==> src/rtl/hazard_controller.sv <==
// Pipeline hazard sequencer: forwarding selects, load-use stalls, branch flushes and peripheral wait freeze.
// Optional macro HAZARD_PERF_CNT_EN adds StallCycles/FlushCount performance counters.
module hazard_controller #(
    parameter int unsigned TIMEOUT_CYCLES = 16,
    parameter int unsigned CNT_W          = 8
) (
    input  logic       clk,
    input  logic       rst,
    input  logic [4:0] RS1_D,
    input  logic [4:0] RS2_D,
    input  logic [4:0] RS1_E,
    input  logic [4:0] RS2_E,
    input  logic [4:0] RD_E,
    input  logic [4:0] RD_M,
    input  logic [4:0] RD_W,
    input  logic [1:0] ResultSrcE,
    input  logic       RegWriteM,
    input  logic       RegWriteW,
    input  logic       PCSrcE,
    input  logic       PeriphReqM,
    input  logic       PeriphReadyM,
    input  logic       ErrClr,
    output logic [1:0] ForwardAE,
    output logic [1:0] ForwardBE,
    output logic       StallF,
    output logic       StallD,
    output logic       StallE,
    output logic       StallM,
    output logic       FlushD,
    output logic       FlushE,
    output logic       AbortM,
    output logic       TimeoutErr
`ifdef HAZARD_PERF_CNT_EN
    ,
    output logic [31:0] StallCycles,
    output logic [31:0] FlushCount
`endif
);

    typedef enum logic [1:0] {S_RUN, S_WAIT, S_ABORT} state_t;

    localparam logic [CNT_W-1:0] LP_LAST = CNT_W'(TIMEOUT_CYCLES - 1);

    state_t           r_state;
    logic [CNT_W-1:0] r_count;
    logic             r_timeout_err;

    logic       w_ld_stall;
    logic       w_pstall;
    logic [1:0] w_fwd_a;
    logic [1:0] w_fwd_b;

    function automatic logic [1:0] fwd_sel(input logic [4:0] rs, input logic rwm,
                                           input logic [4:0] rdm, input logic rww,
                                           input logic [4:0] rdw);
        if (rwm && (rdm != 5'd0) && (rdm == rs))
            return 2'b10;
        else if (rww && (rdw != 5'd0) && (rdw == rs))
            return 2'b01;
        else
            return 2'b00;
    endfunction

    always_comb begin
        w_fwd_a    = fwd_sel(RS1_E, RegWriteM, RD_M, RegWriteW, RD_W);
        w_fwd_b    = fwd_sel(RS2_E, RegWriteM, RD_M, RegWriteW, RD_W);
        w_ld_stall = (ResultSrcE == 2'b01) && (RD_E != 5'd0) &&
                     ((RD_E == RS1_D) || (RD_E == RS2_D));
        // Freeze releases combinationally on ready, and on the final wait cycle before abort.
        w_pstall   = ((r_state == S_RUN)  && PeriphReqM && !PeriphReadyM) ||
                     ((r_state == S_WAIT) && !PeriphReadyM && (r_count != LP_LAST));
    end

    always_comb begin
        ForwardAE  = 2'b00;
        ForwardBE  = 2'b00;
        StallF     = 1'b0;
        StallD     = 1'b0;
        StallE     = 1'b0;
        StallM     = 1'b0;
        FlushD     = 1'b0;
        FlushE     = 1'b0;
        AbortM     = 1'b0;
        TimeoutErr = r_timeout_err;
        if (rst) begin
            ForwardAE = w_fwd_a;
            ForwardBE = w_fwd_b;
            AbortM    = (r_state == S_ABORT);
            if (w_pstall) begin
                StallF = 1'b1;
                StallD = 1'b1;
                StallE = 1'b1;
                StallM = 1'b1;
            end else begin
                StallF = w_ld_stall;
                StallD = w_ld_stall;
                FlushD = PCSrcE;
                FlushE = w_ld_stall || PCSrcE;
            end
        end
    end

    always_ff @(posedge clk or negedge rst) begin
        if (!rst) begin
            r_state       <= S_RUN;
            r_count       <= '0;
            r_timeout_err <= 1'b0;
        end else begin
            case (r_state)
                S_RUN: begin
                    if (ErrClr)
                        r_timeout_err <= 1'b0;
                    if (PeriphReqM && !PeriphReadyM) begin
                        r_state <= S_WAIT;
                        r_count <= CNT_W'(1);
                    end
                end
                S_WAIT: begin
                    if (ErrClr)
                        r_timeout_err <= 1'b0;
                    if (PeriphReadyM) begin
                        r_state <= S_RUN;
                        r_count <= '0;
                    end else if (r_count == LP_LAST) begin
                        r_state <= S_ABORT;
                    end else begin
                        r_count <= r_count + CNT_W'(1);
                    end
                end
                S_ABORT: begin
                    r_timeout_err <= 1'b1;
                    r_state       <= S_RUN;
                    r_count       <= '0;
                end
                default: begin
                    r_state <= S_RUN;
                    r_count <= '0;
                end
            endcase
        end
    end

`ifdef HAZARD_PERF_CNT_EN
    logic [31:0] r_stall_cycles;
    logic [31:0] r_flush_count;

    always_ff @(posedge clk or negedge rst) begin
        if (!rst) begin
            r_stall_cycles <= '0;
            r_flush_count  <= '0;
        end else begin
            if (StallF)
                r_stall_cycles <= r_stall_cycles + 32'd1;
            if (FlushD)
                r_flush_count <= r_flush_count + 32'd1;
        end
    end

    assign StallCycles = r_stall_cycles;
    assign FlushCount  = r_flush_count;
`endif

endmodule

==> config.mk <==
export PLATFORM = sky130hd
export DESIGN_NAME = hazard_controller
export DESIGN_NICKNAME = d
export VERILOG_FILES = /design/src/rtl/hazard_controller.sv
export SDC_FILE = /design/constraint.sdc
export NUM_CORES = 1
export LEC_CHECK = 0
export BUFFER_PORTS_ARGS = -buffer_cell sky130_fd_sc_hd__buf_4
export CORE_ASPECT_RATIO = 0.6
export CORE_MARGIN = 2
export CORE_UTILIZATION = 40
export CTS_CLUSTER_DIAMETER = 200
export CTS_CLUSTER_SIZE = 16
export DETAILED_ROUTE_END_ITERATION = 8
export MAX_ROUTING_LAYER = met4
export PLACE_DENSITY = 0.74
export SLEW_MARGIN = 15
export SYNTH_ARGS = -nofsm -noshare
export SYNTH_HDL_FRONTEND = slang
export SYNTH_SLANG_ARGS = --single-unit
export TNS_END_PERCENT = 10
==> constraint.sdc <==
create_clock -name clk -period 2.3 [get_ports clk]
set_clock_uncertainty 0.1 [all_clocks]
set_input_delay 0.46 -clock clk [delete_from_list [all_inputs] [get_ports clk]]
set_output_delay 0.46 -clock clk [all_outputs]
set_load 0.005 [all_outputs]
## Yosys cells after proc, flatten, opt, wreduce, memory -nomap -nowiden

Index checks and enable logic that the tools add are counted.

| operators by class | value |
|---|---|
| mux-type cells | 25 |
| equal/unequal tests | 15 |
| $add $sub $neg | 1 |
| reduce and logical (&&, ||, !) cells | 26 |

Operators with widths:

| cell | count |
|---|---|
| 5-bit == test | 6 |
| 8-bit two-way mux | 3 |
| 8-bit one-hot mux with 2 select lines | 1 |
| 5-bit nonzero test | 3 |
| 2-bit two-way mux | 7 |
| 1-bit logical AND | 13 |
| 1-bit two-way mux | 12 |
| 8-bit by 1-bit adder with 8-bit output, second input constant | 1 |
| 8-bit by 4-bit == test with 1-bit output, second input constant | 1 |
| 8-bit by 4-bit inequality test with 1-bit output, second input constant | 1 |
| 2-bit AND reduction | 3 |
| 2-bit by 1-bit == test with 1-bit output, second input constant | 2 |
| 2-bit by 1-bit inequality test with 1-bit output, second input constant | 2 |
| 2-bit one-hot mux with 2 select lines | 1 |
| 1-bit logical OR | 3 |
| 3-bit by 2-bit inequality test with 1-bit output, second input constant | 1 |
| 3-bit inequality test, second input constant | 1 |
| 2-bit == test, second input constant | 1 |
| 2-bit logical NOT | 1 |
| 1-bit one-hot mux with 2 select lines | 1 |
| 2-bit nonzero test | 1 |
| 2-bit OR reduction | 1 |
| 1-bit logical NOT | 1 |

| word-level totals | value |
|---|---|
| input port bits | 45 |
| word-level logic and storage cells | 70 |
| output and inout bits | 12 |
| bits in registers | 11 |

## Depth between registers and ports, before layout

| depth | value |
|---|---|
| word-level depth | 6 |
| gate-level depth with buffers | 6 |

## Worst setup path after synthesis

No wires, ideal clock.

| timing | value |
|---|---|
| path kind | flip-flop to output port |
| start | register r_count[5] |
| end | output port FlushE |
| arrival | 1.883 ns |
| stages on the path, launching flop included | 5 |
| setup slack | -0.143 ns |
| cell sequence | dfrtp_1 -> or4_4 -> o311a_4 -> or4_1 -> o21bai_1 |

| between the ends | value |
|---|---|
| word-level cells in the longest chain between the ends | 5 |

RTL lines:

| element | RTL line | text |
|---|---|---|
| from (decl) | 45 | `logic [CNT_W-1:0] r_count;` |
| from (signal assigned) | 127 | `r_count <= r_count + CNT_W'(1);` |
| 8-bit by 4-bit inequality test with 1-bit output | 71 | `((r_state == S_WAIT) && !PeriphReadyM && (r_count != LP_LAST));` |
| 1-bit logical AND | 71 |  |
| 1-bit logical OR | 70 | `w_pstall = ((r_state == S_RUN) && PeriphReqM && !PeriphReadyM) \|\|` |
| 1-bit two-way mux | 89 | `if (w_pstall) begin` |
| 1-bit two-way mux | 85 | `if (rst) begin` |
| to (decl) | 30 | `output logic FlushE,` |

Every way passes these cells.

## Worst setup path after layout

| timing | value |
|---|---|
| start | register r_count[7] |
| end | output port FlushE |

Same word-level chain as after synthesis.

==> results.json <==
{
  "vias": 1224,
  "critical-path-max-stage-delay_ns": 0.55,
  "worstPathArrival_ns": 2.25,
  "finalSetupViolCount": 7,
  "nets": 248,
  "synth_top_area_share_pct": 26.6,
  "cts_tree": "built",
  "grt_max_degree": 17,
  "clk_latency_ns": 0.24,
  "cts_htree_levels": 1,
  "drt_iter0_drc": 68,
  "syn_nets": 169,
  "die-area_sq_um": 3020,
  "m1WireLength_um": 1380,
  "cp_top_family": "simple AND/OR/NAND/NOR gates",
  "dieWidth_um": 69.6,
  "crit_buf_inv": 1,
  "finalWorstSetupSlack_ns": -0.506,
  "ys_seq_elements": 11,
  "worst_pin_slew_ns": 0.652,
  "relSlewSlack_pct": 55.4,
  "die_y_um": 43.4,
  "cts_buffers": 3,
  "cts_hold_buf": 0,
  "swShare_pct": 28.6,
  "yosysWarnings": 0,
  "wl_met2_um": 1770,
  "dp_slack_ns": -0.265,
  "antenna_cells": 0,
  "cellLeakagePower_nw": 0.801,
  "drive_gt1_share_pct": 44.8,
  "drc_errors": 0,
  "seq_power_share_pct": 33.2,
  "hold_path.class": "in -> async",
  "critPathLaunchType": "flip-flop",
  "wl_met3_um": 230,
  "max_freq_mhz": 356,
  "wl_per_cell_um": 14.6,
  "netlist_top_cells_area": "dfrtp_1, xor2_1, xnor2_1",
  "fin_crit_sh_pct": 122,
  "top_layer_used": "met4",
  "crit_path_top_delay_cell": "or4_4",
  "crit_type": "reg -> out",
  "gr-total-overflow": 0,
  "synth-seq-area-share_pct": 26.6,
  "p_int_mw": 0.444,
  "hold_slack_ns": 0.102,
  "power_density_nw_per_um2": 363,
  "num_rows": 14,
  "ant_nets": 0,
  "yosys.area.top_type": "dfrtp_1",
  "grt_usage_pct": 24.1,
  "max-cap-violations": 0,
  "cts.clk_slew.worst_paths_ns": 0.05,
  "synth_cells": 123,
  "finalWirelength_um": 3400,
  "ir_drop_uv": 222,
  "layout_min_cycle_time_ns": 2.81,
  "syn_avg_cell_area_sq_um": 8.40,
  "n_fill_cell": 219,
  "status": "finished with violations",
  "antenna_found_initial": 0,
  "crit_chain": "or4_4, o311a_4, or4_1, o21bai_1, buf_4",
  "hold_viol": 0,
  "syn_to_final_growth_pct": 65.3,
  "io_buffers": 56,
  "cts-root-buf": "clkbuf_8",
  "globalplace.congestion": 0.893,
  "power.share.clock_pct": 31.3,
  "dr.pass1.iters": 4,
  "vias_per_cell": 5.25,
  "post-route-util_pct": 68.7,
  "power_frac_comb_pct": 35.5,
  "setup_tns_ns": -1.39,
  "slew_violations": 0,
  "rsz0062_at_grt": "yes",
  "grt_pass1_wl_um": 5520,
  "netSwitchingPower_mw": 0.177,
  "start_util_pct": 41.5,
  "worstPathRequired_ns": 1.74,
  "violations": "negative setup slack",
  "core-area_sq_um": 2490,
  "synth_area_sq_um": 1030,
  "grt_pass1_vias": 1272,
  "cts_sinks": 11,
  "dp_hpwl_um": 2880,
  "crit_path_max_fanout": 2,
  "ys_types": 33,
  "end_kind": "output pin",
  "clk_path_buf_depth": 2,
  "pin_count": 57,
  "total_power_mw": 0.621
}
==> cell usage after synthesis <==
cell type,number
xnor2_1,9
mux2_1,1
xor2_1,24
dfrtp_1,11
a22oi_1,1
nand4_1,1
and3_1,1
ha_1,1
o21ai_1,1
nor2_1,12
and2_1,2
buf_4,2
or3_1,3
nand2_1,5
o21bai_1,1
nand2b_1,2
o2bb2ai_1,1
nor4_1,4
nand3_1,5
or4_1,6
o211ai_1,1
nor3_1,3
a211oi_1,1
o21ai_0,7
or4_4,1
inv_1,6
o2111ai_1,1
a21oi_1,4
a2111oi_0,2
clkbuf_2,1
or2_2,1
o41ai_1,1
o311a_4,1
==> layout by cell type (no fill, tap or decap), types with 2 or more instances in the layout <==
cell type,synthesis,final
a2111oi_0,2,2
a21oi_1,4,4
and2_1,2,2
buf_4,2,77
clkbuf_8,0,3
dfrtp_1,11,11
inv_1,6,6
nand2_1,5,4
nand2b_1,2,2
nand3_1,5,5
nor2_1,12,11
nor3_1,3,3
nor4_2,0,3
o21ai_0,7,6
or3_1,3,3
or4_1,6,5
or4_4,1,2
xnor2_1,9,9
xor2_1,24,24
==> what timing repair did <==
item | 4_1_cts | 5_1_grt
setup endpoints to repair | 8 | 9
setup buffers | 1 | 1
pin swaps | 5 | 1
gates resized for setup | 6 | 2
==> layout make-up <==
class	count	area, sq um	area share [%]
multi-input combinational	103	747	43.7
timing repair buffer	77	578	33.8
sequential	11	275	16.1
clock buffer	4	45.0	2.64
tap	32	40.0	2.34
inverter	6	22.5	1.32
==> power groups by stage <==
stage	Sequential (mW)	Clock, mW	Combinational (mW)
global placement	0.209	0	0.205
finish	0.206	0.194	0.220
detailed placement	0.209	0	0.213
global route	0.207	0.210	0.242
CTS	0.206	0.200	0.218
floorplan	0.210	0	0.0812
==> cells by family (layout without fill, tap and decap cells) <==
family	after synthesis	count (layout)	synth area share, %
AO/OA/AOI/OAI	22	22	15.0
XOR/XNOR	33	33	28.0
adder cells (fa/ha/maj)	1	1	1.21
buffers and inverters	9	87	4.12
flip-flops	11	11	26.6
multiplexers	1	1	1.09
AND/OR/NAND/NOR	46	46	24.0
==> through the flow <==
stage,instance area (sq um),instances
2_1_floorplan,1030,123
3_3_place_gp,1620,227
3_5_place_dp,1620,227
4_1_cts,1690,232
5_1_grt,1710,233
6_report,1710,233
==> flip-flops by register name, summed over array words and instances (netlist names) <==
signal / count
r_state: 2
r_count: 8
TimeoutErr: 1
==> worst paths after layout <==
kind                                  from  slack (ns)  cells past startpoint          to
worst max-delay path            r_count[7]       -0.51                      5      FlushE
worst min-delay path                   rst        0.10                      2  r_count[2]
worst max register to register  r_count[7]        0.38                      5  r_count[0]
worst min register to register  TimeoutErr        0.44                      2  TimeoutErr
max in group asynchronous              rst        1.83                      2  TimeoutErr
min in group clk                    ErrClr        0.31                      2  TimeoutErr
==> layer usage <==
| metal | global-route usage, % | vias to the layer above |
|---|---|---|
| li1 | - | 596 |
| met1 | 26.6 | 569 |
| met2 | 45.8 | 55 |
| met3 | 6.05 | 4 |
| met4 | 3.85 | 0 |
| met5 | - | - |
(Power assumes the default switching activity.)
